## config.mk

```make
export PLATFORM = sky130hd
export DESIGN_NAME = uart_frame_tx_flat
export DESIGN_NICKNAME = d
export VERILOG_FILES = /design/src/rtl/uart_frame_tx_if.sv /design/src/rtl/uart_frame_tx.sv /design/src/flat_wrapper.sv
export SDC_FILE = /design/constraint.sdc
export NUM_CORES = 1
export LEC_CHECK = 0
export ABC_AREA = 0
export CORE_MARGIN = 2
export CORE_UTILIZATION = 66
export CTS_BUF_LIST = sky130_fd_sc_hd__clkbuf_16
export DETAILED_ROUTE_END_ITERATION = 12
export PLACE_DENSITY = 0.81
export SETUP_SLACK_MARGIN = 0.2
export SYNTH_ARGS = -nofsm -noshare
export SYNTH_HDL_FRONTEND = slang
export SYNTH_SLANG_ARGS = --single-unit
```

## constraint.sdc

```tcl
create_clock -name CLK -period 9.29 [get_ports CLK]
set_clock_uncertainty 0.15 [all_clocks]
set_input_delay 1.858 -clock CLK [delete_from_list [all_inputs] [get_ports CLK]]
set_output_delay 1.858 -clock CLK [all_outputs]
set_load 0.03 [all_outputs]
```

## src/rtl/uart_frame_tx_if.sv

```systemverilog
// Byte-stream port between the row compressor and the UART frame transmitter.
// Latency: none (wires only).
// Backpressure: oAllowed-style credit via o_allowed; o_level exposes FIFO occupancy.
interface uart_frame_tx_if #(
  parameter int FifoDepth = 16
);
  logic [7:0]                 i_data;
  logic                       i_valid;
  logic                       o_allowed;
  logic                       o_tx;
  logic                       o_busy;
  logic                       o_overflow;
  logic [$clog2(FifoDepth):0] o_level;

  // Upstream side: drives bytes, observes flow control and status.
  modport master (
    output i_data, i_valid,
    input  o_allowed, o_tx, o_busy, o_overflow, o_level
  );

  // Transmitter side.
  modport slave (
    input  i_data, i_valid,
    output o_allowed, o_tx, o_busy, o_overflow, o_level
  );
endinterface

```

## src/rtl/uart_frame_tx.sv

```systemverilog
// Buffers compressor bytes in a small FIFO and serialises them as 8N1/8N2 UART frames, LSB first.
// Latency: byte strobed at edge E on an idle, empty block drives the start bit from edge E+2.
// Backpressure: o_allowed drops once fewer than two slots remain; bytes arriving with no room are dropped and flagged.
module uart_frame_tx #(
  parameter int ClkFreq   = 100000000,
  parameter int BaudRate  = 115200,
  parameter int FifoDepth = 16,
  parameter int StopBits  = 1
) (
  input logic            CLK,
  input logic            RST,
  uart_frame_tx_if.slave bus
);
  localparam int ClksPerBit = ClkFreq / BaudRate;
  localparam int AddrW      = $clog2(FifoDepth);
  localparam int LvlW       = AddrW + 1;
  localparam int CntW       = (ClksPerBit > 1) ? $clog2(ClksPerBit) : 1;

  localparam logic [CntW-1:0] BaudLast = CntW'(ClksPerBit - 1);
  localparam logic [LvlW-1:0] DepthLvl = LvlW'(FifoDepth);
  localparam logic [LvlW-1:0] AllowLvl = LvlW'(FifoDepth - 2);
  localparam logic [2:0]      StopLast = 3'(StopBits - 1);

  typedef enum logic [1:0] {IDLE, START, DATA, STOP} stateT;

  stateT            state, stateNext;
  logic [CntW-1:0]  baudCnt, baudNext;
  logic [2:0]       bitIdx, bitNext;
  logic [7:0]       shiftReg, shiftNext;
  logic             txReg;
  logic [7:0]       fifoMem [FifoDepth];
  logic [AddrW-1:0] wrPtr, rdPtr;
  logic [LvlW-1:0]  level;
  logic             overflow;
  logic             pop, push, baudWrap;

  assign baudWrap = (baudCnt == BaudLast);
  // A full FIFO still accepts a byte when the head leaves in the same cycle.
  assign push     = bus.i_valid && ((level < DepthLvl) || pop);

  // Frame sequencing: next state, baud/bit counters, shift register and FIFO pop.
  always_comb begin
    stateNext = state;
    baudNext  = baudWrap ? '0 : baudCnt + 1'b1;
    bitNext   = bitIdx;
    shiftNext = shiftReg;
    pop       = 1'b0;
    case (state)
      IDLE: begin
        baudNext = '0;
        bitNext  = '0;
        if (level != '0) begin
          pop       = 1'b1;
          shiftNext = fifoMem[rdPtr];
          stateNext = START;
        end
      end
      START: begin
        if (baudWrap) begin
          stateNext = DATA;
          bitNext   = '0;
        end
      end
      DATA: begin
        if (baudWrap) begin
          shiftNext = {1'b0, shiftReg[7:1]};
          if (bitIdx == 3'd7) begin
            stateNext = STOP;
            bitNext   = '0;
          end else begin
            bitNext = bitIdx + 3'd1;
          end
        end
      end
      STOP: begin
        if (baudWrap) begin
          if (bitIdx == StopLast) begin
            bitNext = '0;
            // Chain straight into the next start bit when more bytes are queued.
            if (level != '0) begin
              pop       = 1'b1;
              shiftNext = fifoMem[rdPtr];
              stateNext = START;
            end else begin
              stateNext = IDLE;
            end
          end else begin
            bitNext = bitIdx + 3'd1;
          end
        end
      end
      default: stateNext = IDLE;
    endcase
  end

  // Registered state, counters, line driver and FIFO bookkeeping.
  always_ff @(posedge CLK) begin
    if (!RST) begin
      state    <= IDLE;
      baudCnt  <= '0;
      bitIdx   <= '0;
      shiftReg <= '0;
      txReg    <= 1'b1;
      wrPtr    <= '0;
      rdPtr    <= '0;
      level    <= '0;
      overflow <= 1'b0;
    end else begin
      state    <= stateNext;
      baudCnt  <= baudNext;
      bitIdx   <= bitNext;
      shiftReg <= shiftNext;
      // The line follows the current state one cycle later, so every bit keeps its full width.
      txReg    <= (state == START) ? 1'b0 : (state == DATA) ? shiftReg[0] : 1'b1;
      if (push) wrPtr <= wrPtr + 1'b1;
      if (pop)  rdPtr <= rdPtr + 1'b1;
      if (push && !pop)      level <= level + 1'b1;
      else if (pop && !push) level <= level - 1'b1;
      if (bus.i_valid && !push) overflow <= 1'b1;
    end
  end

  // FIFO storage; pointers alone define which entries are valid, so no reset is needed.
  always_ff @(posedge CLK) begin
    if (push) fifoMem[wrPtr] <= bus.i_data;
  end

  assign bus.o_tx       = txReg;
  assign bus.o_allowed  = (level <= AllowLvl);
  assign bus.o_busy     = (state != IDLE) || (level != '0);
  assign bus.o_overflow = overflow;
  assign bus.o_level    = level;
endmodule

```

## src/flat_wrapper.sv

```systemverilog
// flat-port wrapper written by rule: the top's interface ports become plain ports
module uart_frame_tx_flat 
#(
  parameter int ClkFreq   = 100000000,
  parameter int BaudRate  = 115200,
  parameter int FifoDepth = 16,
  parameter int StopBits  = 1
)
  (CLK, RST, bus_i_data, bus_i_valid, bus_o_allowed, bus_o_tx, bus_o_busy, bus_o_overflow, bus_o_level);
  uart_frame_tx_if #(.FifoDepth(FifoDepth)) bus_i ();
  input logic CLK;
  input logic RST;
  input wire logic [$bits(bus_i.i_data)-1:0] bus_i_data;
  input wire logic [$bits(bus_i.i_valid)-1:0] bus_i_valid;
  output wire logic [$bits(bus_i.o_allowed)-1:0] bus_o_allowed;
  output wire logic [$bits(bus_i.o_tx)-1:0] bus_o_tx;
  output wire logic [$bits(bus_i.o_busy)-1:0] bus_o_busy;
  output wire logic [$bits(bus_i.o_overflow)-1:0] bus_o_overflow;
  output wire logic [$bits(bus_i.o_level)-1:0] bus_o_level;
  assign bus_i.i_data = bus_i_data;
  assign bus_i.i_valid = bus_i_valid;
  assign bus_o_allowed = bus_i.o_allowed;
  assign bus_o_tx = bus_i.o_tx;
  assign bus_o_busy = bus_i.o_busy;
  assign bus_o_overflow = bus_i.o_overflow;
  assign bus_o_level = bus_i.o_level;
  uart_frame_tx #(.ClkFreq(ClkFreq), .BaudRate(BaudRate), .FifoDepth(FifoDepth), .StopBits(StopBits)) u_core (.CLK(CLK), .RST(RST), .bus(bus_i));
endmodule
```

==> reports/results.txt <==
The run finished with clean final reports. At the later pin of the worst-skew pair, clock insertion delay measures 0.43 ns. The cell with the most instances after synthesis was sky130_fd_sc_hd__edfxtp_1.

Clock-pin slew was measured on the worst setup and hold paths at 0.06 ns. Counting distinct cell types in the post-synthesis netlist gives 47. The count of antenna diodes in the layout was 0. The headroom to the max-slew limit is 0.221. The first element of the critical path is bus_i_valid.

The maximum number of pins on one net before global-route repair was 37; the fmax was 234 MHz. After detailed routing, the number of remaining DRC violations is 0. For this design the ratio of total power to cell area is 277 mW/mm2.

The worst register-to-register path ends at u_core.bus.o_level[4]. Prior to clock tree synthesis, the placed netlist has a worst setup slack of 4.60 ns. The number of maximum-capacitance constraint violations came out at 0. The delay contributed by the slowest stage of the critical path was 0.48 ns; the detailed-route via count was 3844. The share of final-layout standard cells stronger than drive strength 1 works out to 0.156.

In the synthesized netlist the dominant register cell turns out to be sky130_fd_sc_hd__edfxtp_1. Number of cells on the worst reg-to-reg path: 12. The run gives 0 as the number of max-slew violations in the final report. The layout-stage area growth over the synthesis result was 12.4%; the total of buffers placed on input and output ports was 19. The path class of the tightest hold or removal check is flop to flop.

Across all setup checks in the final design, the least slack found is 5.01 ns. Detailed placement finished with a half-perimeter wire length of 8170 um. For the synthesized net count, the log shows 478. The initial standard-cell utilization of the core is 0.676. The tools report the post-layout total power as 0.00216 W. The tree built by TritonCTS fans out to 170 sinks. The run gives 0.674 as the sequential fraction of the synthesis area. Peak fanout along the critical path: 9. For this run the aggregate overflow at the end of global routing stands at 0. The number of gates resized after CTS was 0. For the worst setup path, the data arrival time is 4.48 ns. The area share of the largest cell type after synthesis was 0.553. The run gives 0 as the number of failing hold endpoints at the final stage. The routed length per placed instance is 21.6 um. Counting both buffers and inverters, the worst setup path holds a total of 2. STA classifies the critical path startpoint as an input pin.

Violation count after the first detailed-routing iteration: 364. The total routed wirelength came out at 13400 um. The worst hold path startpoint is u_core.baudCnt[0].

For the standard-cell row count, the log shows 37. The count of nets left with antenna violations once routing finished came out at 0. The proportion of register bits with asynchronous set or reset after synthesis is 0, and the die boundary height is 107 um. For flop-to-flop paths, the worst setup slack is 5.70 ns.

The logs give 0 for the initial antenna violation count and 585 for the number of cells after detailed placement. The number of global-route vias before repair was 3900; the number of standard cells in the final layout excluding fillers was 617. Setup repair after global routing left no endpoint under its margin. TritonCTS built the clock tree. Critical path's slowest cell: sky130_fd_sc_hd__clkdlybuf4s50_1.

The run gives 448 as the cell count after synthesis. In the post-synthesis netlist, the biggest area contributors are sky130_fd_sc_hd__edfxtp_1 (55%), sky130_fd_sc_hd__dfxtp_1 (12%), sky130_fd_sc_hd__mux4_2 (10%). The clock passes through at most 2 buffers. The pin slew with the least headroom to its limit came out at 1.16 ns.

The x dimension of the die works out to 107 um. Yosys printed 0 warnings. The path with the worst hold slack has its endpoint at u_core.baudCnt[0].

Counting I/O delays and the setup requirement, the final critical path takes 4.28 ns. Number of ports placed on the die boundary: 20. For this run, the detailed router's first-pass iteration total came to 5.

Across all hold checks on the routed design, the worst slack comes to 0.327 ns. The number of buffers inserted during clock tree synthesis was 17; the area of the core was 0.0103 mm2. The tools report the first-pass GRT wire length as 20800 um. Summed over all cells, the static leakage comes to 2.60 nW. The maximum ir drop on the vdd rail was 0.260 mV; the number of synthesized register bits was 170.

Cell area after technology mapping: 0.00695 mm2. Walking the worst path, the cells encountered are clkdlybuf4s50_1, nand2_1, a21oi_2, ha_1, inv_1, fa_1, a21o_1, a21oi_1, xnor2_1, or3_1, a21boi_0. For the overall global routing resource usage, the log shows 0.256. Counting instances in the post-synthesis netlist gives the leading cell types as sky130_fd_sc_hd__edfxtp_1 (128), sky130_fd_sc_hd__dfxtp_1 (42), sky130_fd_sc_hd__mux4_2 (32).

The clock tree synthesis step divided the H-tree into 4 levels. After detailed routing, the number of vias per cell comes to 6.23. The die covers 0.0114 mm2.

Setup total negative slack on the finished layout was measured at 0 ns. The total of hold buffers inserted after clock tree synthesis came out at 0. The number of buffers inserted to repair setup after CTS came out at 0.

The kind of cell with the highest combined delay along the critical path is compound AO/OA/AOI/OAI gates. Period utilization: 0.461. The buffer type at the clock tree root is sky130_fd_sc_hd__clkbuf_16. At the worst endpoint, the required time is 9.49 ns. sky130_fd_sc_hd__edfxtp_1 takes more of the synthesized area than any other cell.

Setup violations remaining at the end of the flow were counted as 0. The worst setup path is of the input pin to flop kind. STA classifies the critical path endpoint as a flop. The congestion estimate from routability-driven global placement came to 0.876. For this run, the post-layout net count is 498.

In this run the critical register-to-register path is launched from u_core.baudCnt[0]. The average instance in the mapped netlist occupies 15.5 um2. The number of synthesized flops with an enable pin was 128. The number of cells traversed by the worst hold path is 1.
metal layers:
layer | GRT usage | part of all wire
met1 | 0.345 | 0.41
met2 | 0.406 | 0.51
met3 | 0.0705 | 0.057
met4 | 0.0993 | 0.022
met5 | 0 | 0
per-stage QoR:
step / util / instance area, um2
2_1_floorplan: - / 6950
3_3_place_gp: 0.705 / 7240
3_5_place_dp: 0.705 / 7240
4_1_cts: 0.760 / 7810
5_1_grt: 0.760 / 7810
6_report: 0.760 / 7810
placed cells by master, fill, tap and decap left out, types with 4 or more instances in the layout:
cell type,Yosys,layout
sky130_fd_sc_hd__a21oi_1,25,25
sky130_fd_sc_hd__a22oi_1,14,14
sky130_fd_sc_hd__and2_1,10,10
sky130_fd_sc_hd__clkbuf_16,0,17
sky130_fd_sc_hd__clkdlybuf4s50_1,0,19
sky130_fd_sc_hd__dfxtp_1,42,40
sky130_fd_sc_hd__edfxtp_1,128,128
sky130_fd_sc_hd__ha_1,18,18
sky130_fd_sc_hd__inv_1,9,10
sky130_fd_sc_hd__inv_6,0,6
sky130_fd_sc_hd__mux2i_1,5,5
sky130_fd_sc_hd__mux4_2,32,32
sky130_fd_sc_hd__nand2_1,22,22
sky130_fd_sc_hd__nand2b_1,6,6
sky130_fd_sc_hd__nand3_1,6,6
sky130_fd_sc_hd__nor2_1,29,29
sky130_fd_sc_hd__nor2b_1,8,8
sky130_fd_sc_hd__nor3_1,8,8
sky130_fd_sc_hd__o21ai_0,18,18
sky130_fd_sc_hd__xnor2_1,10,10
sky130_fd_sc_hd__xor2_1,4,4
kinds of logic (layout without fill, tap and decap cells):
| group | after synthesis | in the layout | share of synthesized area |
|---|---|---|---|
| XOR/XNOR | 14 | 14 | 0.0176 |
| AND/OR/NAND/NOR | 102 | 102 | 0.0747 |
| multiplexers | 38 | 38 | 0.113 |
| AO/OA/AOI/OAI | 75 | 75 | 0.0679 |
| adder cells (fa/ha/maj) | 19 | 19 | 0.0353 |
| flip-flops | 170 | 170 | 0.674 |
| buffers and inverters | 30 | 63 | 0.0178 |
layout make-up:
| cell class | instances | area (um2) |
|---|---|---|
| clock buffers | 17 | 425 |
| clock inverters | 15 | 139 |
| fillers | 620 | 2470 |
| inverters | 9 | 33.8 |
| multi-input cells | 248 | 2140 |
| flip-flops and latches | 170 | 4690 |
| well taps | 136 | 170 |
| repair buffers | 22 | 213 |
worst reg2reg max path: stages, from the launching register on:
cell                       delay, ns
sky130_fd_sc_hd__dfxtp_1        0.38
sky130_fd_sc_hd__ha_1           0.24
sky130_fd_sc_hd__nor4b_4        0.31
sky130_fd_sc_hd__a41oi_2        0.22
sky130_fd_sc_hd__or3_1          0.54
sky130_fd_sc_hd__ha_1           0.28
sky130_fd_sc_hd__inv_1          0.14
sky130_fd_sc_hd__ha_1           0.29
sky130_fd_sc_hd__a21o_1         0.20
sky130_fd_sc_hd__a21oi_1        0.18
sky130_fd_sc_hd__xnor2_1        0.09
sky130_fd_sc_hd__or3_1          0.30
sky130_fd_sc_hd__a21boi_0       0.18
registers in the layout (all words and copies together) (netlist names), named ones only:
| register | cells |
|---|---|
| u_core.bus.o_tx | 1 |
| u_core.bus.o_overflow | 1 |
| u_core.fifoMem | 128 |
| u_core.shiftReg | 8 |
| u_core.state | 2 |
| u_core.bitIdx | 3 |
| u_core.wrPtr | 4 |
| u_core.baudCnt | 10 |
| u_core.bus.o_level | 5 |
| u_core.rdPtr | 4 |
how the worst max path moves through the flow:
stage	endpoint	slack, ns	cells after the start
after floorplan	u_core.bus.o_level[4]	5.37	10
after global placement	u_core.bus.o_level[4]	4.71	11
after detailed placement	u_core.bus.o_level[4]	4.60	11
after CTS	u_core.bus.o_level[4]	5.03	11
after global routing	u_core.bus.o_level[4]	4.87	11
final	u_core.bus.o_level[4]	5.01	11
where the power goes:
part           internal [W]  leakage, nW  total, W  switching, W
Combinational      0.000257        0.816  0.000559      0.000302
Sequential         0.000877         1.50  0.000933     0.0000558
Clock              0.000374        0.286  0.000669      0.000295
Total               0.00151         2.60   0.00216      0.000653
(Power assumes the default switching activity.)
